==> config.mk <==
export PLATFORM = sky130hd
export DESIGN_NAME = rr_mux
export DESIGN_NICKNAME = d
export VERILOG_FILES = /design/src/rtl/rr_mux.sv
export SDC_FILE = /design/constraint.sdc
export NUM_CORES = 1
export LEC_CHECK = 0
export ABC_AREA = 1
export ABC_CLOCK_PERIOD_IN_PS = 2740
export CORE_AREA = 8 8 124 126
export CTS_CLUSTER_DIAMETER = 80
export CTS_CLUSTER_SIZE = 24
export DETAILED_ROUTE_END_ITERATION = 8
export DIE_AREA = 0 0 132 134
export GPL_ROUTABILITY_DRIVEN = 1
export PLACE_DENSITY = 0.77
export SLEW_MARGIN = 15
export SYNTH_ARGS = -nofsm -noshare
export SYNTH_HDL_FRONTEND = slang
export SYNTH_SLANG_ARGS = --single-unit
==> constraint.sdc <==
create_clock -name clk -period 2.74 [get_ports clk]
set_clock_uncertainty 0.05 [all_clocks]
set_input_delay 0.411 -clock clk [delete_from_list [all_inputs] [get_ports clk]]
set_output_delay 0.411 -clock clk [all_outputs]
set_load 0.02 [all_outputs]
==> src/rtl/rr_mux.sv <==
// N-channel valid/ready multiplexer with a single registered output stage.
// Arbitration is round-robin (RR=1) or fixed priority, channel 0 highest (RR=0).
`ifndef WORD
`define WORD 64
`endif

module rr_mux #(
  parameter int WIDTH = `WORD,
  parameter int N     = 4,
  parameter bit RR    = 1'b1
) (
  input  logic                 clk,
  input  logic                 reset,
  input  logic [N*WIDTH-1:0]   in_data,
  input  logic [N-1:0]         in_valid,
  output logic [N-1:0]         in_ready,
  output logic [WIDTH-1:0]     out_data,
  output logic                 out_valid,
  input  logic                 out_ready,
  output logic [$clog2(N)-1:0] out_sel
);

  localparam int SW = $clog2(N);

  logic [SW-1:0]    ptr_q, ptr_d;
  logic [SW-1:0]    sel_q, sel_d;
  logic [WIDTH-1:0] data_q, data_d;
  logic             valid_q, valid_d;

  logic [SW-1:0]    grant_idx_s;
  logic [WIDTH-1:0] grant_data_s;
  logic             grant_any_s;
  logic             stage_free_s;
  logic             in_xfer_s;

  // Arbiter: first valid channel searching upward from ptr (RR) or from 0 (fixed).
  always_comb begin : arb
    int          cand;
    logic [SW-1:0] cand_idx;
    cand         = 0;
    cand_idx     = '0;
    grant_any_s  = 1'b0;
    grant_idx_s  = '0;
    grant_data_s = '0;
    for (int k = 0; k < N; k++) begin
      if (RR) begin
        cand = int'(ptr_q) + k;
        if (cand >= N) begin
          cand = cand - N;
        end else begin
          cand = cand;
        end
      end else begin
        cand = k;
      end
      cand_idx = SW'(cand);
      if (!grant_any_s && in_valid[cand_idx]) begin
        grant_any_s = 1'b1;
        grant_idx_s = cand_idx;
      end else begin
        grant_any_s = grant_any_s;
      end
    end
    for (int i = 0; i < N; i++) begin
      if (SW'(i) == grant_idx_s) begin
        grant_data_s = in_data[i*WIDTH +: WIDTH];
      end else begin
        grant_data_s = grant_data_s;
      end
    end
  end

  // Handshake decode and next-state for the output stage and round-robin pointer.
  always_comb begin
    stage_free_s = !valid_q || out_ready;
    in_xfer_s    = grant_any_s && stage_free_s && !reset;
    in_ready     = '0;
    valid_d      = valid_q;
    data_d       = data_q;
    sel_d        = sel_q;
    ptr_d        = ptr_q;
    for (int i = 0; i < N; i++) begin
      if (in_xfer_s && (SW'(i) == grant_idx_s)) begin
        in_ready[i] = 1'b1;
      end else begin
        in_ready[i] = 1'b0;
      end
    end
    if (in_xfer_s) begin
      valid_d = 1'b1;
      data_d  = grant_data_s;
      sel_d   = grant_idx_s;
      if (RR) begin
        ptr_d = (grant_idx_s == SW'(N-1)) ? '0 : grant_idx_s + SW'(1);
      end else begin
        ptr_d = ptr_q;
      end
    end else if (out_ready) begin
      // Output drained with nothing new arriving: data and index are kept.
      valid_d = 1'b0;
    end else begin
      valid_d = valid_q;
    end
  end

  // State registers with synchronous reset.
  always_ff @(posedge clk) begin
    if (reset) begin
      ptr_q   <= '0;
      sel_q   <= '0;
      data_q  <= '0;
      valid_q <= 1'b0;
    end else begin
      ptr_q   <= ptr_d;
      sel_q   <= sel_d;
      data_q  <= data_d;
      valid_q <= valid_d;
    end
  end

  assign out_data  = data_q;
  assign out_sel   = sel_q;
  assign out_valid = valid_q;

endmodule

==> results of run 1 <==
## layer usage
| layer | part of all wire | vias up |
|---|---|---|
| met3 | 0.073 | 36 |
| li1 | - | 3272 |
| met4 | 0.024 | 0 |
| met5 | 0 | - |
| met1 | 0.38 | 2960 |
| met2 | 0.52 | 274 |
## layout make-up
cell class / instances / area [um2]
clock buffer: 13 / 260
clock inverter: 3 / 67.6
fill: 1165 / 4330
inverter: 19 / 86.3
multi-input combinational: 651 / 3180
sequential: 69 / 1390
tap: 180 / 225
timing repair buffer: 376 / 3960
timing repair inverter: 1 / 8.76
## worst min-delay path: stages (launching register included)
cell	delay, ns
dfxtp_1	0.30
nand3_1	0.07
nand2_1	0.04
## flip-flops by register name, indices dropped and copies added (netlist names)
name       flops
ptr_q          2
out_valid      1
out_data      64
out_sel        2
## Yosys cell counts, drive strengths merged
master / instances
nand2: 365
o21ai: 130
nand3: 75
dfxtp: 69
a21oi: 65
clkbuf: 44
buf: 19
inv: 19
nor2: 9
ha: 4
nand3b: 1
nand4: 1
o21a: 1
## metrics by stage
stage	utilization	setup WS [ns]	total power [mW]	instances	setup TNS [ns]
finish	0.679	-0.0439	14.7	1312	-0.254
global route	0.679	-0.215	16.0	1312	-8.42
CTS	0.645	-0.0177	13.1	1304	-0.105
detailed placement	0.609	-0.373	10.8	1281	-19.49
global placement	0.609	-0.335	10.7	1281	-15.64
floorplan	-	0.0567	7.45	802	0
## cells by family after synthesis
| family | after synthesis | share of synthesized area |
|---|---|---|
| buffers and inverters | 82 | 0.0782 |
| adder cells (fa/ha/maj) | 4 | 0.0109 |
| AND/OR/NAND/NOR | 451 | 0.396 |
| flip-flops | 69 | 0.301 |
| AO/OA/AOI/OAI | 196 | 0.214 |
## power groups by stage
stage | clock network [mW] | registers, mW | logic [mW]
finish | 1.27 | 1.58 | 11.9
global route | 1.33 | 1.62 | 13.0
CTS | 1.29 | 1.56 | 10.2
detailed placement | 0 | 1.58 | 9.25
global placement | 0 | 1.57 | 9.10
floorplan | 0 | 1.93 | 5.52
## repair_timing
| action | 4_1_cts | 5_1_grt |
|---|---|---|
| pin swaps | 3 | 70 |
| hold buffers | 0 | 0 |
| endpoints found under the setup margin | 15 | 68 |
| setup buffers | 4 | 3 |
| gates resized for setup | 55 | 181 |
| cloned | 3 | 6 |
## final timing paths
check,startpoint,to,slack (ns),cells after the start
worst max-delay path,ptr_q[0],in_ready[2],-0.04,16
worst min register to register,out_data[41],out_data[41],0.41,2
worst min-delay path,out_data[41],out_data[41],0.41,2
worst max register to register,ptr_q[0],out_data[30],-0.04,24
==> flow_summary.yaml, run 1 <==
run_status:
  status: "complete, but fails checks"
  violations: "negative setup slack"
sta:
  rsz0062_at_grt: "true"
  setup_viol: 12
  slew_violations: 0
  period_needed_ns: 2.78
  final-hold-violation-count: 0
  worst_slack_ns: -0.0439
  hold_ws_ns: 0.411
  tightest_slew_ns: 0.417
  max_freq_mhz: 359
  finalCritPeriodShare: 1.02
  slew-limit-headroom: 0.722
die:
  core_area_um2: 13500
  die-area_um2: 17700
  fp.dieW_um: 132
  initial_core_util: 0.340
  io_pins: 334
  fp.dieH_um: 134
  rows: 43
routing:
  wl_um: 23000
  drc: 0
  via_per_inst: 4.99
  drtPass1Iterations: 6
  ant_nets: 0
  vias: 6542
  drtIter0Drc: 335
  wire_per_inst_um: 17.5
clock_tree:
  cts_root_buf: "clkbuf_16"
  cts_tree: "done"
  cts_sinks: 69
  numCtsBuffers: 9
  htreeDepth: 3
  clk_latency_ns: 0.32
  clk_path_buf_depth: 2
  path_clk_slew_ns: 0.06
global_route:
  grtUsageMet2: 0.421
  overflow: 0
  grt_pass1_wl_um: 32900
  grt_most_used_layer: "met2"
  grtUsageMet1: 0.262
  grt.total_usage: 0.231
  antenna_found_initial: 0
  grt_max_degree: 70
  grt_pass1_vias: 6150
  grt_use_met3: 0.0587
cells_and_area:
  fin_nets: 1394
  antennaDiodeCount: 0
  finalInstanceArea_um2: 9170
  mostFrequentLayoutCell: "clkdlybuf4s50_1"
  area_delta_synth_final_pct: 99.8
  final_layout_size_suffix_gt1_frac: 0.136
  layout_common_cells: "clkdlybuf4s50_1 (325), nand2_1 (317), o21ai_1 (99), nand3_1 (68), dfxtp_1 (67)"
setup_path:
  worst_setup_path_end_kind: "output port"
  cp_num_buf_inv: 8
  cp_top_family: "buffers and inverters"
  start_kind: "flip-flop"
  worstPathMaxFanout: 6
  worst_ep_required_time_ns: 2.28
  critical_path_class: "reg -> out"
  path_cells: "buf_12 -> clkinv_8 -> nand2_2 -> nand3_2 -> nand2_2 -> inv_1 -> nand3_1 -> nand2_1 -> inv_2 -> nand2_2 -> buf_6 -> buf_12 -> ha_4 -> inv_4 -> nor2_1 -> buf_4"
  slowest_stage: "dfxtp_4"
  crit_top_cell: "nand2_2"
  slowest_delay_ns: 0.38
  crit_arrival_ns: 2.32
power:
  power_density_nw_per_um2: 1610
  switching_power_mw: 7.30
  p_sw_frac: 0.495
  clockPowerShare: 0.086
  p_seq_frac: 0.108
  p_int_mw: 7.43
  peakVddDrop_uv: 1300
  p_leak_nw: 3.96
  combPwrFrac: 0.806
min_path:
  hold_path.class: "reg -> reg"
synth:
  yosysSeqAreaShare: 0.301
  synth_nets: 1069
  yosys_warnings: 0
  synth_area_leaders: "dfxtp_1 (30%), nand2_1 (30%), o21ai_0 (14%)"
  synth.distinct_cells: 22
  synthDominantCellAreaShare: 0.301
  syn_area_um2: 4590
  syn_area_per_cell_um2: 5.72
  ys_ff_latch: 69
  syn-instance-count: 802
  synth_top_area_cell: "dfxtp_1"
placed_design:
  gp_congestion: 0.890
  io_buffers: 333
  hpwl_um: 16400
  dpl-instance-area_um2: 8220
flow_run:
  cap_violations: 0
Note: power is estimated with default switching activity, not from simulation.
==> run 2: changes to the inputs <==
--- a/config.mk
+++ b/config.mk
@@ -14,6 +14,7 @@
 export DIE_AREA = 0 0 132 134
 export GPL_ROUTABILITY_DRIVEN = 1
 export PLACE_DENSITY = 0.77
+export SKIP_LAST_GASP = 1
 export SLEW_MARGIN = 15
 export SYNTH_ARGS = -nofsm -noshare
 export SYNTH_HDL_FRONTEND = slang
==> run 2 against run 1 <==
The run still ends with negative setup slack left. Global-route usage about the same. Sequential power about the same. First-iteration DRC count increased by 39%. Combinational power decreased by 6%. Count of clock-buffer cells in the layout unchanged. Non-clock buffer count decreased by 1. Wire length increased by 0.13%. Maximum frequency increased by 0.17%. Via count decreased by 0.26%. Die area unchanged. Largest power group unchanged.
==> flow_summary.yaml, run 2 (synthesis gave the netlist of run 1 again) <==
sta:
  finalCritPeriodShare: 1.01
  setup_viol: 7
  worst_slack_ns: -0.0393
  setup_tns_ns: -0.112
  final-hold-violation-count: 0
  rsz0062_at_grt: "true"
  slew_violations: 0
  tightest_slew_ns: 0.431
  max_freq_mhz: 360
  period_needed_ns: 2.78
  slew-limit-headroom: 0.713
min_path:
  worstHoldPathCells: 2
  hold_path.class: "reg -> reg"
run_status:
  status: "complete, but fails checks"
  violations: "negative setup slack"
setup_path:
  start_kind: "flip-flop"
  timing.critical_path.to: "out_data[23]"
  ff2ff_path_depth: 21
  r2r_setup_slack_ns: -0.04
  worst_setup_path_end_kind: "flip-flop"
  worst_ep_required_time_ns: 2.96
  crit_arrival_ns: 3.00
  critical_path_class: "reg -> reg"
  startpoint: "ptr_q[0]"
  worstPathMaxFanout: 7
  reg2reg_from: "ptr_q[0]"
  r2r_end: "out_data[23]"
clock_tree:
  cts_root_buf: "clkbuf_16"
  numCtsBuffers: 9
  cts_tree: "done"
  htreeDepth: 3
  clk_path_buf_depth: 2
  cts_sinks: 69
  path_clk_slew_ns: 0.06
  clk_latency_ns: 0.32
global_route:
  antenna_found_initial: 0
  overflow: 0
  grt_max_degree: 70
  grt.total_usage: 0.231
  grt_pass1_wl_um: 32900
  grt_pass1_vias: 6134
cells_and_area:
  ff_latch_area_um2: 1390
  antennaDiodeCount: 0
  largest_reg_flops: 64
  fin_nets: 1393
  mostFrequentLayoutCell: "nand2_1"
  multi_input_area_um2: 3030
  area_delta_synth_final_pct: 96.0
  final_layout_size_suffix_gt1_frac: 0.0955
  layout_common_cells: "nand2_1 (344), clkdlybuf4s50_1 (325), o21ai_0 (69), nand3_1 (68), dfxtp_1 (67)"
  nFillCells: 1202
routing:
  vias: 6525
  drtIter0Drc: 464
  drtPass1Iterations: 7
  ant_nets: 0
  wire_per_inst_um: 17.5
  via_per_inst: 4.98
  drc: 0
  wl_um: 23000
placed_design:
  gp_congestion: 0.890
  hpwl_um: 16400
  io_buffers: 333
die:
  die-area_um2: 17700
  io_pins: 334
  initial_core_util: 0.340
  core_area_um2: 13500
  rows: 43
  fp.dieW_um: 132
  fp.dieH_um: 134
power:
  peakVddDrop_uv: 1200
  clockPowerShare: 0.091
  switching_power_mw: 6.99
  power.total_mw: 14.1
  p_sw_frac: 0.496
  p_int_mw: 7.09
  power_density_nw_per_um2: 1570
  p_seq_frac: 0.113
  combPwrFrac: 0.797
  p_leak_nw: 3.91
flow_run:
  cap_violations: 0
-- run 2: repair_timing --
action / 4_1_cts / 5_1_grt
hold buffers: 0 / 0
cloned: 3 / 6
pin swaps: 3 / 35
setup buffers: 4 / 2
resized for setup: 45 / 92
setup endpoints to repair: 15 / 68
-- run 2: power groups by stage --
stage / clock network (mW) / registers (mW) / logic (mW)
floorplan: 0 / 1.93 / 5.52
detailed placement: 0 / 1.58 / 9.25
CTS: 1.29 / 1.56 / 10.2
finish: 1.28 / 1.59 / 11.2
global placement: 0 / 1.57 / 9.10
global route: 1.34 / 1.62 / 12.3
-- run 2: worst min path at each step --
stage                 startpoint           end
CTS                 out_data[47]  out_data[47]
global placement    out_data[41]  out_data[41]
floorplan                  reset    out_sel[0]
finish              out_data[25]  out_data[25]
detailed placement  out_data[47]  out_data[47]
global route        out_data[49]  out_data[49]
-- run 2: final cells by class --
class	instances	area share
sequential	69	0.154
clock inverter	3	0.00751
inverter	19	0.00960
tap	180	0.0250
timing repair buffer	375	0.437
clock buffer	13	0.0289
timing repair inverter	1	0.000974
multi-input combinational	651	0.337
-- run 2: metal layers --
| layer | wire [um] | vias to the layer above | share of wire | track usage |
|---|---|---|---|---|
| met5 | 0 | - | 0 | 0 |
| met2 | 11900 | 267 | 0.52 | 0.420 |
| met4 | 514 | 0 | 0.022 | 0.0657 |
| li1 | - | 3261 | - | - |
| met1 | 9080 | 2965 | 0.39 | 0.263 |
| met3 | 1520 | 32 | 0.066 | 0.0542 |
-- run 2: worst max-delay path, stage by stage (launching register included) --
cell       delay (ns)
dfxtp_4          0.38
buf_12           0.14
clkinv_8         0.07
nand2_4          0.06
nand2_4          0.06
nand2_2          0.08
nand2_2          0.07
nor2_4           0.16
nand3b_1         0.13
nand3_2          0.13
nand2_4          0.09
ha_4             0.18
buf_6            0.11
nor2_4           0.14
buf_12           0.17
clkbuf_16        0.17
nand2_1          0.05
nand2_1          0.04
o21ai_0          0.13
o21ai_1          0.16
nand2_1          0.07
nand2_1          0.06
-- run 2: metrics by stage --
stage          area [um2]  utilization  setup slack [ns]  cells  hold slack [ns]
3_3_place_gp         8220        0.609            -0.335   1281            0.402
2_1_floorplan        4590            -            0.0567    802            0.430
4_1_cts              8710        0.645           -0.0469   1304            0.414
6_report             9000        0.666           -0.0393   1311            0.411
3_5_place_dp         8220        0.609            -0.373   1281            0.406
5_1_grt              9000        0.666            -0.184   1311            0.428
==> run 3: changes to the inputs <==
--- a/config.mk
+++ b/config.mk
@@ -12,10 +12,8 @@
 export CTS_CLUSTER_SIZE = 24
 export DETAILED_ROUTE_END_ITERATION = 8
 export DIE_AREA = 0 0 132 134
-export GPL_ROUTABILITY_DRIVEN = 1
 export PLACE_DENSITY = 0.77
-export SKIP_LAST_GASP = 1
-export SLEW_MARGIN = 15
+export SLEW_MARGIN = 20
 export SYNTH_ARGS = -nofsm -noshare
 export SYNTH_HDL_FRONTEND = slang
 export SYNTH_SLANG_ARGS = --single-unit
==> results of run 3 <==
Same layout as run 1: the final DEF is identical, and so are final timing and power.
